===== src/rtl/lt24_pixel_scheduler.sv =====
// lt24_pixel_scheduler
// Shares the LT24 driver's single pixel-write port between a raster-ordered
// camera/classifier stream and an explicitly addressed overlay writer.
// The block keeps the stream's raster position, arbitrates round-robin, and
// holds each pixel in a one-entry output register until the driver takes it.
//
// Ports
//   clock, reset        rising-edge clock, asynchronous active-low reset
//   cam_valid/ready     stream handshake, cam_pixel data, cam_restart -> (0,0)
//   ovl_valid/ready     overlay handshake, ovl_x/ovl_y address, ovl_pixel data
//   lcd_write/ready     output slot handshake, lcd_xaddr/lcd_yaddr/lcd_pixel
//   frame_done          one-cycle pulse after the last pixel of a frame
//   ovl_err             sticky: an out-of-range overlay pixel was dropped
module lt24_pixel_scheduler #(
  parameter int WIDTH   = 240,
  parameter int HEIGHT  = 320,
  parameter int PIXEL_W = 16
) (
  input  logic               clock,
  input  logic               reset,
  input  logic               cam_valid,
  input  logic [PIXEL_W-1:0] cam_pixel,
  output logic               cam_ready,
  input  logic               cam_restart,
  input  logic               ovl_valid,
  input  logic [7:0]         ovl_x,
  input  logic [8:0]         ovl_y,
  input  logic [PIXEL_W-1:0] ovl_pixel,
  output logic               ovl_ready,
  output logic               lcd_write,
  output logic [7:0]         lcd_xaddr,
  output logic [8:0]         lcd_yaddr,
  output logic [PIXEL_W-1:0] lcd_pixel,
  input  logic               lcd_ready,
  output logic               frame_done,
  output logic               ovl_err
);

  typedef enum logic {SRC_CAM = 1'b0, SRC_OVL = 1'b1} src_t;

  localparam logic [7:0] X_LAST = 8'(WIDTH - 1);
  localparam logic [8:0] Y_LAST = 9'(HEIGHT - 1);
  // One extra bit so WIDTH=256 / HEIGHT=512 still compare correctly.
  localparam logic [8:0] X_LIM  = 9'(WIDTH);
  localparam logic [9:0] Y_LIM  = 10'(HEIGHT);

  src_t       last_src;
  logic [7:0] rx;
  logic [8:0] ry;

  logic slot_free, grant_cam, grant_ovl;
  logic cam_acc, ovl_acc, ovl_ok, raster_end;

  assign slot_free  = !lcd_write || lcd_ready;
  assign cam_acc    = cam_valid && grant_cam;
  assign ovl_acc    = ovl_valid && grant_ovl;
  assign ovl_ok     = ({1'b0, ovl_x} < X_LIM) && ({1'b0, ovl_y} < Y_LIM);
  assign raster_end = (rx == X_LAST) && (ry == Y_LAST);
  assign cam_ready  = grant_cam;
  assign ovl_ready  = grant_ovl;

  // Round-robin: on a tie the source that did not win last time is granted.
  always_comb begin
    grant_cam = 1'b0;
    grant_ovl = 1'b0;
    if (slot_free) begin
      if (cam_valid && ovl_valid) begin
        grant_cam = (last_src == SRC_OVL);
        grant_ovl = (last_src == SRC_CAM);
      end else begin
        grant_cam = cam_valid;
        grant_ovl = ovl_valid;
      end
    end
  end

  // Output stage and arbitration history.
  always_ff @(posedge clock or negedge reset) begin
    if (!reset) begin
      lcd_write <= 1'b0;
      lcd_xaddr <= '0;
      lcd_yaddr <= '0;
      lcd_pixel <= '0;
      ovl_err   <= 1'b0;
      last_src  <= SRC_OVL;
    end else if (cam_acc) begin
      lcd_write <= 1'b1;
      lcd_xaddr <= rx;
      lcd_yaddr <= ry;
      lcd_pixel <= cam_pixel;
      last_src  <= SRC_CAM;
    end else if (ovl_acc) begin
      last_src <= SRC_OVL;
      if (ovl_ok) begin
        lcd_write <= 1'b1;
        lcd_xaddr <= ovl_x;
        lcd_yaddr <= ovl_y;
        lcd_pixel <= ovl_pixel;
      end else begin
        // Dropped pixel: the slot was free (or draining) to grant it, so it
        // ends up empty.
        lcd_write <= 1'b0;
        ovl_err   <= 1'b1;
      end
    end else if (lcd_ready) begin
      lcd_write <= 1'b0;
    end
  end

  // Raster position of the next stream pixel. Restart wins over advance,
  // and suppresses the end-of-frame pulse.
  always_ff @(posedge clock or negedge reset) begin
    if (!reset) begin
      rx         <= '0;
      ry         <= '0;
      frame_done <= 1'b0;
    end else begin
      frame_done <= cam_acc && raster_end && !cam_restart;
      if (cam_restart) begin
        rx <= '0;
        ry <= '0;
      end else if (cam_acc) begin
        if (rx != X_LAST) begin
          rx <= rx + 8'd1;
        end else begin
          rx <= '0;
          ry <= (ry == Y_LAST) ? 9'd0 : ry + 9'd1;
        end
      end
    end
  end

endmodule


===== config.mk =====
export PLATFORM = sky130hd
export DESIGN_NAME = lt24_pixel_scheduler
export DESIGN_NICKNAME = d
export VERILOG_FILES = /design/src/rtl/lt24_pixel_scheduler.sv
export SDC_FILE = /design/constraint.sdc
export NUM_CORES = 1
export LEC_CHECK = 0
export ABC_AREA = 0
export CORE_ASPECT_RATIO = 0.5
export CORE_MARGIN = 4
export CORE_UTILIZATION = 25
export CTS_CLUSTER_SIZE = 25
export DETAILED_ROUTE_END_ITERATION = 16
export RECOVER_POWER = 50
export SLEW_MARGIN = 10
export SYNTH_ARGS = -nofsm -noshare
export SYNTH_HDL_FRONTEND = slang
export SYNTH_SLANG_ARGS = --single-unit

===== constraint.sdc =====
create_clock -name clock -period 2.85 [get_ports clock]
set_clock_uncertainty 0.2 [all_clocks]
set_input_delay 0.855 -clock clock [delete_from_list [all_inputs] [get_ports clock]]
set_output_delay 0.855 -clock clock [all_outputs]
set_load 0.02 [all_outputs]

# Yosys cells after proc, flatten, opt, wreduce, memory -nomap -nowiden
# Index checks and enable logic that the tools add are counted.
[totals]
in_bits = 55
regBits = 54
out_inout_bits = 38
[classes]
magnitude_cmp = 2
n_addsub = 2
n_mux = 26
n_eq_ne = 4
bitwise_logic = 3
reduce_logical = 17
[op_table]
columns = ["cell", "count"]
rows = [
  ["$mux 9", 7],
  ["$mux 16", 3],
  ["$mux 8", 6],
  ["$mux 1", 10],
  ["$add 9x1->9 const B", 1],
  ["$eq 9x9->1 const B", 1],
  ["$lt 9x9->1 const B", 1],
  ["$add 8x1->8 const B", 1],
  ["$eq 8x8->1 const B", 1],
  ["$lt 8x8->1 const B", 1],
  ["$ne 8x8->1 const B", 1],
  ["$logic_and 1x1->1", 7],
  ["$reduce_bool 2->1", 3],
  ["$reduce_and 2->1", 2],
  ["$not 1->1", 3],
  ["$reduce_and 3->1", 1],
  ["$reduce_bool 3->1", 1],
  ["$logic_not 1->1", 2],
  ["$ne 2x2->1 const B", 1],
  ["$logic_or 1x1->1", 1],
]

# Longest topological paths before layout
[depth]
depth_word = 6
ltp_mapped = 6
mapped_depth_nobuf = 5

# Least setup slack after synthesis
# OpenSTA, ideal clock, no wires.
[synth_path]
path_kind = "input-to-output"
start = "input port lcd_ready"
end = "output port ovl_ready"
slack_ps = -2
arrival_ps = 1797
cell_stages = 4
path_cell_list = "nand2b_1 > clkbuf_1 > nand2_1 > a21oi_1"
[synth_between]
elab_chain_len = 2
[synth_lines]
columns = ["element", "line_no", "text"]
rows = [
  ["start: declaration", "34", "input logic lcd_ready,"],
  ["$logic_or 1x1->1", "54", "assign slot_free = !lcd_write || lcd_ready;"],
  ["$mux 1", "66", "if (slot_free) begin"],
  ["end: declaration", "29", "output logic ovl_ready,"],
]
# No other way between the ends.

# Worst setup path in the final report
# Same ends and word-level chain as after synthesis.

==> flow_metrics.env <==
export IMPL_status="finished, violations left"
export IMPL_failed_checks="max-capacitance violations, max-slew violations"
export IMPL_drv_cap=1
export IMPL_worstPathRequired_ps=1800
export IMPL_clk_pin_slew_ps=70
export IMPL_die_w_um=150
export IMPL_power_density_nw_per_um2=645
export IMPL_ys_warn_count=0
export IMPL_period_needed_ps=2660
export IMPL_grt_overflow=0
export IMPL_synthMuxAreaShare=0.0119
export IMPL_ys_flop_type="dfrtp_1"
export IMPL_dr_total_vias=2390
export IMPL_fillers=945
export IMPL_tightestPinTransition_ps=1500
export IMPL_critPathSlowestCell="dlygate4sd2_1"
export IMPL_hold_class="reg2reg"
export IMPL_grt_total_usage=0.135
export IMPL_cts_root_buffer="clkbuf_16"
export IMPL_path_cells="dlygate4sd2_1 > nand2b_1 > nand2_1 > a21oi_2 > buf_4"
export IMPL_ant_nets=0
export IMPL_globalplace_congestion=0.823
export IMPL_drtPass1Iterations=4
export IMPL_fmax_mhz=376
export IMPL_routed_wl_um=8140
export IMPL_worst_setup_path_start_kind="input port"
export IMPL_setup_viol=0
export IMPL_dieArea_um2=11900
export IMPL_cts_buffers_inserted=5
export IMPL_cp_buffers_inverters=2
export IMPL_synthAdderAreaFrac=0.00993
export IMPL_viasPerCell=5.07
export IMPL_stdcell_area_um2=3860
export IMPL_synth_compound_area_share=0.272
export IMPL_wire_per_inst_um=17.3
export IMPL_dr_first_iter_drc_count=194
export IMPL_pre_cts_ws_ps=-568
export IMPL_synth_nets=289
export IMPL_slew_headroom=-0.00240
export IMPL_rows=25
export IMPL_grt_pass1_wl_um=12900
export IMPL_hpwlAfterDp_um=6030
export IMPL_end_kind="output pin"
export IMPL_synth_edff_count=0
export IMPL_synth_top_family_by_area="compound AO/OA/AOI/OAI gates"
export IMPL_place_area_um2=3700
export IMPL_insertion_delay_ps=290
export IMPL_antenna_found_initial=0
export IMPL_diodes=0
export IMPL_synthXorXnorAreaFrac=0.0104
export IMPL_synth_simple_area_share=0.126
export IMPL_htree_levels=2
export IMPL_portBuffers=92
export IMPL_ys_async_sr_fraction=1.00
export IMPL_drive_gt1_frac=0.0982
export IMPL_grt_max_degree=30
export IMPL_nets=392
export IMPL_syn_inst=232
export IMPL_crit_path_max_fanout=3
export IMPL_initial_core_util=0.262
export IMPL_dieHeight_um=79.0
export IMPL_drc_errors=0
export IMPL_syn_to_final_growth_pct=53.3
export IMPL_grt_pass1_vias=2433
export IMPL_ctsHoldBuffers=0
export IMPL_crit_family="buffers and inverters"
export IMPL_ys_ff_latch=54
export IMPL_leakagePower_nw=1.59
export IMPL_finalHoldViolCount=0
export IMPL_finalCritPeriodShare=0.933
export IMPL_fin_ws_ps=192
export IMPL_cts_tree="built"
export IMPL_slowest_delay_ps=210
export IMPL_synthesis_area_um2=2520
export IMPL_syn_avg_cell_area_um2=10.9
export IMPL_rsz0062_at_grt="no"
export IMPL_vdd_drop_max_uv=230
export IMPL_layout_commonest_cell="clkdlybuf4s50_1"
export IMPL_cts_sinks=54
export IMPL_synth_cell_types=41
export IMPL_clockBufferDepth=2
export IMPL_core_area_um2=9630
export IMPL_layout_common_cells="76 x clkdlybuf4s50_1, 53 x dfrtp_1, 33 x o22ai_1"
export IMPL_slew_viol_final=28
export IMPL_io_pins=93
export IMPL_crit_arrival_ps=1600
export IMPL_crit_type="in2out"
export IMPL_synth_seq_area_share=0.536
through the flow:
step | utilization | TNS [ps] | power, mW | hold WS, ps | instances
finish | 0.401 | 0 | 2.49 | 255 | 471
detailed placement | 0.384 | -1590 | 1.85 | 247 | 461
global placement | 0.384 | -1080 | 1.84 | 242 | 461
global route | 0.401 | 0 | 2.60 | 288 | 471
floorplan | - | 0 | 1.39 | 297 | 232
CTS | 0.403 | 0 | 2.53 | 264 | 471
logic make-up after synthesis:
kind of cell	after synthesis
fa+ha+maj	2
compound gates	96
simple gates	53
mux	3
xor+xnor	3
buf+inv	21
flops	54
power breakdown:
part	internal, mW	switching, mW
clock network	0.399	0.276
logic	0.439	0.410
registers	0.896	0.0725
flip-flops by register name (all words and copies together) (netlist names):
name	count
frame_done	1
last_src	1
lcd_pixel	16
lcd_write	1
lcd_xaddr	8
lcd_yaddr	9
ovl_err	1
rx	8
ry	9
worst reg2reg max path, cell delays in order (launching register included):
cell and delay, ps:
dfrtp_1 400, nand2b_1 130, clkbuf_4 150, buf_4 90, buf_4 170, nand4_1 240, or4_1 540, a21oi_1 150
final cells by class:
| class | instances | area, um^2 | area share |
|---|---|---|---|
| Timing Repair Buffer | 113 | 1070 | 0.276 |
| Tap cell | 135 | 169 | 0.0437 |
| Clock buffer | 8 | 166 | 0.0431 |
| Inverter | 4 | 15.0 | 0.00389 |
| Sequential cell | 54 | 1350 | 0.350 |
| Multi-Input combinational cell | 157 | 1090 | 0.283 |
path summary, 6_finish.rpt:
kind	slack (ps)	cells past startpoint	startpoint	to
hold / removal	260	1	ovl_err	ovl_err
setup reg to reg	710	7	lcd_write	rx[7]
max in group asynchronous	740	2	reset	lcd_pixel[0]
min in group asynchronous	800	2	reset	lcd_yaddr[3]
setup / recovery	190	5	lcd_ready	ovl_ready
hold reg to reg	260	1	ovl_err	ovl_err
cell usage after synthesis (all sizes together) (3+ instances only):
| cell | number | share of area |
|---|---|---|
| nand4 | 4 | 0.016 |
| nand3 | 7 | 0.014 |
| o22ai | 33 | 0.082 |
| or4 | 4 | 0.012 |
| and3 | 5 | 0.012 |
| nor2 | 5 | 0.0074 |
| a21oi | 10 | 0.021 |
| nand2 | 9 | 0.013 |
| inv | 4 | 0.0060 |
| clkbuf | 13 | 0.019 |
| a2bb2oi | 32 | 0.11 |
| o21ai | 8 | 0.016 |
| mux2i | 3 | 0.012 |
| dfrtp | 53 | 0.53 |
| nor2b | 4 | 0.0099 |
| buf | 4 | 0.0079 |
| or3 | 4 | 0.0099 |
repair_timing:
item,in CTS,in global routing
pin swaps,0,0
setup buffers,2,0
gates resized for setup,11,2
endpoints found under the setup margin,2,1
per-layer routing:
layer  wire length, um  track usage
met1              3570        0.171
met2              4280        0.240
met3               218       0.0245
met4                72       0.0310
met5                 0            0
Power figures use the tool's default switching activity.
